[src/rtl/sdram_test_pkg.sv]
// sdram_test_pkg
//   Shared definitions for the SDRAM pattern tester.
//   - ST_* : FSM state encoding used by sdram_pattern_tester
//   - pattern_word : 32-bit test word for a given region-relative word index
package sdram_test_pkg;

  localparam logic [2:0] ST_IDLE     = 3'd0;
  localparam logic [2:0] ST_WR_BURST = 3'd1;
  localparam logic [2:0] ST_RD_REQ   = 3'd2;
  localparam logic [2:0] ST_RD_DATA  = 3'd3;
  localparam logic [2:0] ST_DONE     = 3'd4;

  function automatic logic [31:0] pattern_word(input logic [31:0] idx,
                                               input logic [31:0] seed);
    return idx ^ seed;
  endfunction

endpackage

[src/rtl/sdram_pattern_gen.sv]
// sdram_pattern_gen
//   Combinational test-pattern generator: the 32-bit pattern word for the
//   given word index, replicated across the full data width.
//   Ports:
//     i_index   : in,  ADDR_W  word index relative to the start of the region
//     o_pattern : out, DATA_W  replicated pattern word
module sdram_pattern_gen
  import sdram_test_pkg::*;
#(
  parameter int          ADDR_W = 29,
  parameter int          DATA_W = 64,
  parameter logic [31:0] SEED   = 32'h2357_1113
) (
  input  logic [ADDR_W-1:0] i_index,
  output logic [DATA_W-1:0] o_pattern
);

  logic [31:0] w_idx32;
  logic [31:0] w_word;

  // The pattern is defined on the low 32 bits of the index.
  generate
    if (ADDR_W >= 32) begin : g_trunc
      assign w_idx32 = i_index[31:0];
    end else begin : g_ext
      assign w_idx32 = {{(32-ADDR_W){1'b0}}, i_index};
    end
  endgenerate

  assign w_word = pattern_word(w_idx32, SEED);

  for (genvar gi = 0; gi < DATA_W/32; gi++) begin : g_rep
    assign o_pattern[gi*32 +: 32] = w_word;
  end

endmodule

[src/rtl/sdram_pattern_tester.sv]
// sdram_pattern_tester
//   Writes a deterministic pattern over a word region through an Avalon-MM
//   burst master, reads it back one burst at a time and counts mismatches.
//   Ports:
//     clock, reset           : clock, synchronous active-high reset
//     start                  : one-cycle run request (ignored while busy)
//     base_address/word_count: region to test (latched at start)
//     busy, done, pass       : run status (done sticky until next start)
//     error_count            : saturating mismatch count
//     first_error_address    : address of the first mismatch of the run
//     address .. byteenable  : Avalon-MM burst master interface
module sdram_pattern_tester
  import sdram_test_pkg::*;
#(
  parameter int          ADDR_W    = 29,
  parameter int          DATA_W    = 64,
  parameter int          BURST_LEN = 8,
  parameter logic [31:0] SEED      = 32'h2357_1113
) (
  input  logic                  clock,
  input  logic                  reset,
  input  logic                  start,
  input  logic [ADDR_W-1:0]     base_address,
  input  logic [ADDR_W-1:0]     word_count,
  output logic                  busy,
  output logic                  done,
  output logic                  pass,
  output logic [15:0]           error_count,
  output logic [ADDR_W-1:0]     first_error_address,
  output logic [ADDR_W-1:0]     address,
  output logic [7:0]            burstcount,
  input  logic                  waitrequest,
  output logic                  read,
  input  logic [DATA_W-1:0]     readdata,
  input  logic                  readdatavalid,
  output logic                  write,
  output logic [DATA_W-1:0]     writedata,
  output logic [DATA_W/8-1:0]   byteenable
);

  logic [2:0]        r_state;
  logic [ADDR_W-1:0] r_base;
  logic [ADDR_W-1:0] r_count;
  logic [ADDR_W-1:0] r_remaining;   // words not yet covered by an issued burst
  logic [ADDR_W-1:0] r_address;
  logic [7:0]        r_burstcount;
  logic [7:0]        r_beats_left;  // beats still owed in the current burst
  logic [ADDR_W-1:0] r_wr_idx;
  logic [ADDR_W-1:0] r_rd_idx;
  logic              r_read;
  logic              r_write;
  logic              r_done;
  logic              r_pass;
  logic [15:0]       r_error_count;
  logic [ADDR_W-1:0] r_first_error_address;

  logic [DATA_W-1:0] w_wr_pattern;
  logic [DATA_W-1:0] w_rd_pattern;
  logic              w_mismatch;
  logic [7:0]        w_start_bc;
  logic [7:0]        w_rem_bc;
  logic [7:0]        w_count_bc;

  function automatic logic [7:0] burst_of(input logic [ADDR_W-1:0] words);
    if (words >= ADDR_W'(BURST_LEN)) return 8'(BURST_LEN);
    return 8'(words);
  endfunction

  assign w_start_bc = burst_of(word_count);
  assign w_rem_bc   = burst_of(r_remaining);
  assign w_count_bc = burst_of(r_count);

  sdram_pattern_gen #(.ADDR_W(ADDR_W), .DATA_W(DATA_W), .SEED(SEED)) u_wr_gen (
    .i_index   (r_wr_idx),
    .o_pattern (w_wr_pattern)
  );

  sdram_pattern_gen #(.ADDR_W(ADDR_W), .DATA_W(DATA_W), .SEED(SEED)) u_rd_gen (
    .i_index   (r_rd_idx),
    .o_pattern (w_rd_pattern)
  );

  assign w_mismatch = (readdata != w_rd_pattern);

  always_ff @(posedge clock) begin
    if (reset) begin
      r_state               <= ST_IDLE;
      r_base                <= '0;
      r_count               <= '0;
      r_remaining           <= '0;
      r_address             <= '0;
      r_burstcount          <= '0;
      r_beats_left          <= '0;
      r_wr_idx              <= '0;
      r_rd_idx              <= '0;
      r_read                <= 1'b0;
      r_write               <= 1'b0;
      r_done                <= 1'b0;
      r_pass                <= 1'b0;
      r_error_count         <= '0;
      r_first_error_address <= '0;
    end else begin
      case (r_state)
        ST_IDLE, ST_DONE: begin
          if (start) begin
            r_base                <= base_address;
            r_count               <= word_count;
            r_done                <= 1'b0;
            r_pass                <= 1'b0;
            r_error_count         <= '0;
            r_first_error_address <= '0;
            r_wr_idx              <= '0;
            r_rd_idx              <= '0;
            if (word_count == '0) begin
              r_state <= ST_DONE;
              r_done  <= 1'b1;
              r_pass  <= 1'b1;
            end else begin
              r_state      <= ST_WR_BURST;
              r_write      <= 1'b1;
              r_address    <= base_address;
              r_burstcount <= w_start_bc;
              r_beats_left <= w_start_bc;
              r_remaining  <= word_count - ADDR_W'(w_start_bc);
            end
          end
        end

        ST_WR_BURST: begin
          // Everything on the bus holds while the slave stalls.
          if (!waitrequest) begin
            r_wr_idx     <= r_wr_idx + ADDR_W'(1);
            r_beats_left <= r_beats_left - 8'd1;
            if (r_beats_left == 8'd1) begin
              if (r_remaining == '0) begin
                // Whole region written: rewind to its start for read-back.
                r_state      <= ST_RD_REQ;
                r_write      <= 1'b0;
                r_read       <= 1'b1;
                r_address    <= r_base;
                r_burstcount <= w_count_bc;
                r_beats_left <= w_count_bc;
                r_remaining  <= r_count - ADDR_W'(w_count_bc);
              end else begin
                r_address    <= r_address + ADDR_W'(r_burstcount);
                r_burstcount <= w_rem_bc;
                r_beats_left <= w_rem_bc;
                r_remaining  <= r_remaining - ADDR_W'(w_rem_bc);
              end
            end
          end
        end

        ST_RD_REQ: begin
          if (!waitrequest) begin
            r_read  <= 1'b0;
            r_state <= ST_RD_DATA;
          end
        end

        ST_RD_DATA: begin
          if (readdatavalid) begin
            r_rd_idx     <= r_rd_idx + ADDR_W'(1);
            r_beats_left <= r_beats_left - 8'd1;
            if (w_mismatch) begin
              if (r_error_count != 16'hFFFF) r_error_count <= r_error_count + 16'd1;
              // The count only leaves zero on the first mismatch of a run.
              if (r_error_count == 16'd0) r_first_error_address <= r_base + r_rd_idx;
            end
            if (r_beats_left == 8'd1) begin
              if (r_remaining == '0) begin
                r_state <= ST_DONE;
                r_done  <= 1'b1;
                r_pass  <= (r_error_count == 16'd0) && !w_mismatch;
              end else begin
                r_state      <= ST_RD_REQ;
                r_read       <= 1'b1;
                r_address    <= r_address + ADDR_W'(r_burstcount);
                r_burstcount <= w_rem_bc;
                r_beats_left <= w_rem_bc;
                r_remaining  <= r_remaining - ADDR_W'(w_rem_bc);
              end
            end
          end
        end

        default: r_state <= ST_IDLE;
      endcase
    end
  end

  assign busy                = (r_state == ST_WR_BURST) || (r_state == ST_RD_REQ) ||
                               (r_state == ST_RD_DATA);
  assign done                = r_done;
  assign pass                = r_pass;
  assign error_count         = r_error_count;
  assign first_error_address = r_first_error_address;
  assign address             = r_address;
  assign burstcount          = r_burstcount;
  assign read                = r_read;
  assign write               = r_write;
  assign writedata           = r_write ? w_wr_pattern : '0;
  assign byteenable          = '1;

endmodule

[config.mk]
export PLATFORM = sky130hd
export DESIGN_NAME = sdram_pattern_tester
export DESIGN_NICKNAME = d
export VERILOG_FILES = /design/src/rtl/sdram_test_pkg.sv /design/src/rtl/sdram_pattern_gen.sv /design/src/rtl/sdram_pattern_tester.sv
export SDC_FILE = /design/constraint.sdc
export NUM_CORES = 1
export LEC_CHECK = 0
export CORE_ASPECT_RATIO = 0.7
export CORE_UTILIZATION = 58
export DETAILED_ROUTE_END_ITERATION = 8
export PLACE_DENSITY = 0.87
export REMOVE_ABC_BUFFERS = 1
export SYNTH_ARGS = -nofsm -noshare
export SYNTH_HDL_FRONTEND = slang
export SYNTH_SLANG_ARGS = --single-unit
[constraint.sdc]
create_clock -name clock -period 8.3 [get_ports clock]
set_clock_uncertainty 0.1 [all_clocks]
set_input_delay 1.66 -clock clock [delete_from_list [all_inputs] [get_ports clock]]
set_output_delay 1.66 -clock clock [all_outputs]
set_load 0.005 [all_outputs]
# After elaboration in Yosys (flattened, before gate mapping)
# Index checks and enable logic that the tools add are counted.
dict set report word_totals {
  regBits 242
  latch_bits 0
  ramBits 0
  romBits 0
  inputBits 127
  out_inout_bits 159
  wordCells 162
  memories 0
}
dict set report classes {
  addsub 9
  n_mul 0
  div_mod_pow 0
  n_lt_le_gt_ge 3
  eq_ne 20
  shifts 0
  n_mux 89
  bitwise 2
  reduce_logical 24
}
# op count
set ops {}
lappend ops {{$mux 29} 22}
lappend ops {{$pmux 29 s2} 3}
lappend ops {{$pmux 29 s3} 2}
lappend ops {{$mux 8} 19}
lappend ops {{$ge 29x4->1 const B} 3}
lappend ops {{$sub 29x8->29} 3}
lappend ops {{$mux 16} 4}
lappend ops {{$ne 64x62->1} 1}
lappend ops {{$mux 62} 1}
lappend ops {{$add 29x1->29 const B} 2}
lappend ops {{$logic_not 29->1} 2}
lappend ops {{$pmux 8 s3} 2}
lappend ops {{$pmux 16 s2} 1}
lappend ops {{$add 29x29->29} 1}
lappend ops {{$add 29x8->29} 1}
lappend ops {{$mux 3} 9}
lappend ops {{$ne 2x2->1 const B} 13}
lappend ops {{$not 12->13} 2}
lappend ops {{$mux 1} 21}
lappend ops {{$reduce_and 5->1} 4}
lappend ops {{$add 16x1->16 const B} 1}
lappend ops {{$logic_not 16->1} 1}
lappend ops {{$ne 16x16->1 const B} 1}
lappend ops {{$reduce_and 8->1} 2}
lappend ops {{19 further kinds} 26}

# Logic depth before layout (Yosys ltp)
dict set report depth {
  depth_word 8
  ltp_mapped 15
  ltp_nobuf 13
}

# Modules after synthesis
# A second synthesis with hierarchy kept.
dict set report hier_totals {
  hier_cells 2160
  hier_area_um2 16273.1
}
# module instances cells_each area_per_inst_um2 seq_area_each_um2
set by_module_without_submodules {}
lappend by_module_without_submodules {sdram_pattern_tester 1 2028 15387.3 4844.6}
lappend by_module_without_submodules {sdram_pattern_gen 2 66 442.9 0.0}

# Worst setup path before layout
# OpenSTA, ideal clock, no wires.
dict set report synth_timing {
  kind {input port to flip-flop}
  from {input port word_count[5]}
  to {register r_remaining[22]}
  setup_time_ps 132
  arrival_time_ps 4173
  required_time_ps 8068
  slack_ps 3895
  stages 13
  n_path_buf 3
  cell_sequence {or4_1 > clkbuf_2 > or3_1 > buf_2 > nor3_4 > nand2b_1 > ha_1 > o22a_2 > buf_6 > nor4_2 > xor2_1 > a221oi_2 > nor3_1}
}
dict set report synth_between {
  elab_chain_cells 7
  elab_cells_between_ends 10
  cone_classes {1 x add/sub; 1 x order compare; 1 x eq/ne; 5 x mux; 2 x reduce/logical}
}
# element line_no
set synth_lines {}
lappend synth_lines {{from (decl)} sdram_pattern_tester.sv:24} ;# input logic [ADDR_W-1:0] word_count,
lappend synth_lines {{$ge 29x4->1} sdram_pattern_tester.sv:65} ;# if (words >= ADDR_W'(BURST_LEN)) return 8'(BURST_LEN);
lappend synth_lines {{$mux 1} sdram_pattern_tester.sv:65}
lappend synth_lines {{$mux 8} sdram_pattern_tester.sv:66} ;# return 8'(words);
lappend synth_lines {{$sub 29x8->29} sdram_pattern_tester.sv:124} ;# r_remaining <= word_count - ADDR_W'(w_start_bc);
lappend synth_lines {{$mux 29} sdram_pattern_tester.sv:114} ;# if (word_count == '0) begin
lappend synth_lines {{$mux 29} sdram_pattern_tester.sv:105} ;# if (start) begin
lappend synth_lines {{$pmux 29 s3} sdram_pattern_tester.sv:103} ;# case (r_state)
lappend synth_lines {{to (signal assigned)} sdram_pattern_tester.sv:124}
lappend synth_lines {{to (signal assigned)} sdram_pattern_tester.sv:143} ;# r_remaining <= r_count - ADDR_W'(w_count_bc);
lappend synth_lines {{to (signal assigned)} sdram_pattern_tester.sv:148} ;# r_remaining <= r_remaining - ADDR_W'(w_rem_bc);
lappend synth_lines {{to (decl)} sdram_pattern_tester.sv:44} ;# logic [ADDR_W-1:0] r_remaining;
# Several ways; a longest one is shown, not always the timed one. The select of a mux whose other input is x is not followed.
# A chain may end at the register's enable or synchronous reset.

# Worst setup path after layout
dict set report layout_timing {
  from {input port word_count[21]}
  to {register r_address[25], in the netlist address[25]}
}
dict set report layout_between {
  elab_chain_cells 3
}
# element line_no
set layout_lines {}
lappend layout_lines {{$logic_not 29->1} sdram_pattern_tester.sv:114}
lappend layout_lines {{$ne 2x2->1 (no line)} --}
lappend layout_lines {{$reduce_and 8->1 (no line)} --}
lappend layout_lines {{to (signal assigned)} sdram_pattern_tester.sv:121} ;# r_address <= base_address;
lappend layout_lines {{to (signal assigned)} sdram_pattern_tester.sv:140} ;# r_address <= r_base;
lappend layout_lines {{to (signal assigned)} sdram_pattern_tester.sv:145} ;# r_address <= r_address + ADDR_W'(r_burstcount);
lappend layout_lines {{to (decl)} sdram_pattern_tester.sv:45} ;# logic [ADDR_W-1:0] r_address;
# No other way between the ends.

==> results.toml <==
[outcome]
outcome = "finished clean"

[floorplan]
die_h_um = 139
ios = 286
num_rows = 49
die_x_um = 198
design.die.area_sq_mm = 0.0276
start_util_pct = 60.0
core_sq_mm = 0.0261

[timing]
fmax_mhz = 184
slew_headroom_pct = 28.7
period_needed_ps = 5440
fin_setup_tns_ps = 0
worstMarginPinSlew_ps = 1070
hold_violations = 0
slew_viol_final = 0
rsz0062_at_grt = "false"
setup_violations = 0
period_share_pct = 65.5

[global_route]
grt_pass1_wl_um = 82200
antenna_found_initial = 2
grt_max_degree = 77
first_global_vias = 15100
grt_usage_pct = 37.2
grt_overflow = 0

[cts]
cts.clk_slew.worst_paths_ps = 60
clockBufferDepth = 3
cts_hold_buffers = 0
cts-resized-gates = 0
clock_latency_ps = 560
cts_sinks = 242
tritoncts = "built"
cts_buffers = 26
cts-root-buf = "clkbuf_16"
cts_setup_buffers = 0
htreeDepth = 1

[power]
netSwitchingFraction_pct = 32.0
p_per_area_mw_per_mm2 = 178
clkPwrFrac_pct = 37.1
pwr-share-comb_pct = 23.7
p_leak_uw = 0.00693
internal_power_uw = 2310
seqPwrFrac_pct = 39.2
peakVddDrop_v = 0.000159
p_sw_uw = 1080

[routing]
wl_per_cell_um = 20.6
vias = 16700
dr.pass1.iters = 6
drt.antenna.violating_nets = 0
avgViaCountPerCell = 6.46
drt_iter0_drc = 2439
drt-total-wl_um = 53200
drc = 0

[yosys]
ys_seq_elements = 242
yosysWarnings = 0
synth-main-ff-cell = "dfxtp_1"
async_flop_share_pct = 0
synth_edf_count = 0
syn_inst = 2042
yosysSeqAreaShare_pct = 31.0
synth.cell_area_sq_mm = 0.0156
avgSynthCellArea_sq_um = 7.65
synth.distinct_cells = 92

[layout]
instances_no_fill = 2586
nNetsFinal = 2381
areaGrowthSynthToFinish_pct = 22.0
layout-drive-gt1-share_pct = 4.98
area.sequential_sq_mm = 0.00484
final_cell_mix = "272 x clkdlybuf4s50_1, 260 x nand2_1, 242 x dfxtp_1, 211 x a21oi_1, 172 x nor2_1"
final_common_cell = "clkdlybuf4s50_1"
multiInputGateArea_sq_mm = 0.00994
fillCellCount = 2035
utilization_pct = 73.2

[critical_path]
crit_required_ps = 8670
crit_path_end_kind = "flop"
path_class = "in2reg"
path_max_fanout = 50
worstSetupStartpointType = "input port"
crit_arrival_ps = 5800

[placement]
gp_congestion = 0.972
portBuffers = 273
placedCellCount = 2536
hpwl_um = 38200

[flow_run]
cap_viol_max_count = 0

[min_path]
hold_class = "reg2reg"
cells in the mapped netlist, types with 6 or more instances:
library cell / instances / area (sq um)
o22ai_1: 12 / 75.1
nand4_1: 34 / 213
xor2_1: 95 / 832
nor4b_1: 6 / 52.6
nor4_1: 27 / 169
dfxtp_1: 242 / 4840
nor3_1: 71 / 355
or2_2: 6 / 37.5
a21oi_1: 211 / 1060
nand3b_1: 7 / 52.6
mux2i_1: 9 / 90.1
inv_1: 26 / 97.6
a31oi_1: 16 / 100
nor2_1: 173 / 649
a22o_1: 11 / 96.3
ha_1: 45 / 563
nand2b_1: 11 / 68.8
and2_1: 29 / 181
clkbuf_1: 83 / 312
and3_1: 29 / 181
and4_1: 11 / 96.3
a21o_1: 20 / 150
nor2b_1: 16 / 100
o2111ai_1: 6 / 52.6
a22oi_1: 22 / 165
o41ai_1: 10 / 87.6
buf_4: 48 / 360
o21a_1: 10 / 75.1
xnor2_1: 59 / 517
o211ai_1: 14 / 105
buf_2: 18 / 90.1
buf_1: 9 / 33.8
or3_1: 59 / 369
nand3_1: 62 / 310
a311oi_1: 7 / 61.3
nand2_1: 263 / 987
a32oi_1: 8 / 70.1
or4_1: 11 / 82.6
a211oi_1: 33 / 248
o21ai_0: 104 / 521
path summary, 6_finish.rpt:
kind | start | endpoint | slack, ps | cells after the start
min reg2reg | first_error_address[24] | first_error_address[24] | 350 | 2
max reg2reg | r_remaining[20] | r_remaining[8] | 3910 | 13
min | first_error_address[24] | first_error_address[24] | 350 | 2
max | word_count[21] | address[25] | 2860 | 8
layout make-up:
cell class,count,area share (%)
Sequential cell,242,25.4
Clock inverter,13,0.958
Timing Repair Buffer,286,14.8
Multi-Input combinational cell,1625,52.1
Clock buffer,35,3.81
Tap cell,357,2.34
Inverter,26,0.512
Antenna cell,2,0.0262
critical path, cell delays in order:
cell and delay, ps:
clkdlybuf4s50_1 520, nor4_1 680, nand4_1 460, nor4_1 790
a21oi_1 360, nand2_2 880, a2111oi_0 170, a211oi_1 260
flip-flops by register name, summed over array words and instances, names as in the netlist:
name,flops
address,29
write,1
first_error_address,29
r_count,29
r_beats_left,8
read,1
r_state,3
r_rd_idx,29
pass,1
done,1
r_base,29
r_remaining,29
r_wr_idx,29
error_count,16
burstcount,8
metal layers:
metal,up-vias,part of all wire [%],global-route usage [%]
met5,-,0.021,0
met4,2,2.7,9.96
met3,112,13,8.53
met2,980,43,55.8
met1,7902,42,53.1
li1,7699,-,-
per-stage QoR:
step	area, sq um	hold WS (ps)	power [uW]	setup slack (ps)
2_1_floorplan	14800	342	1790	990
3_3_place_gp	18200	339	2100	2500
3_5_place_dp	18200	346	2130	2410
4_1_cts	19100	353	3360	3020
5_1_grt	19100	370	3510	2660
6_report	19100	354	3390	2860
power by group through the flow:
stage	logic (uW)	registers, uW	clock network [uW]
after floorplan	468	1320	0
after global placement	758	1340	0
after detailed placement	778	1350	0
after CTS	784	1320	1260
after global routing	870	1340	1310
final	804	1330	1260
cell families (layout without fill, tap and decap cells):
logic type / after synthesis / count (layout) / synth area share [%]
xor gates and xnor gates: 154 / 154 / 8.63
other: 2 / 17 / 0.0480
muxes: 10 / 10 / 0.648
adders and majority gates: 47 / 47 / 3.86
DFF: 242 / 242 / 31.0
and+or+nand+nor: 852 / 852 / 27.7
AOI/OAI and AO/OA: 547 / 547 / 22.1
buffers and inverters: 188 / 360 / 5.96
No activity file was read; power rests on OpenSTA's default activity.
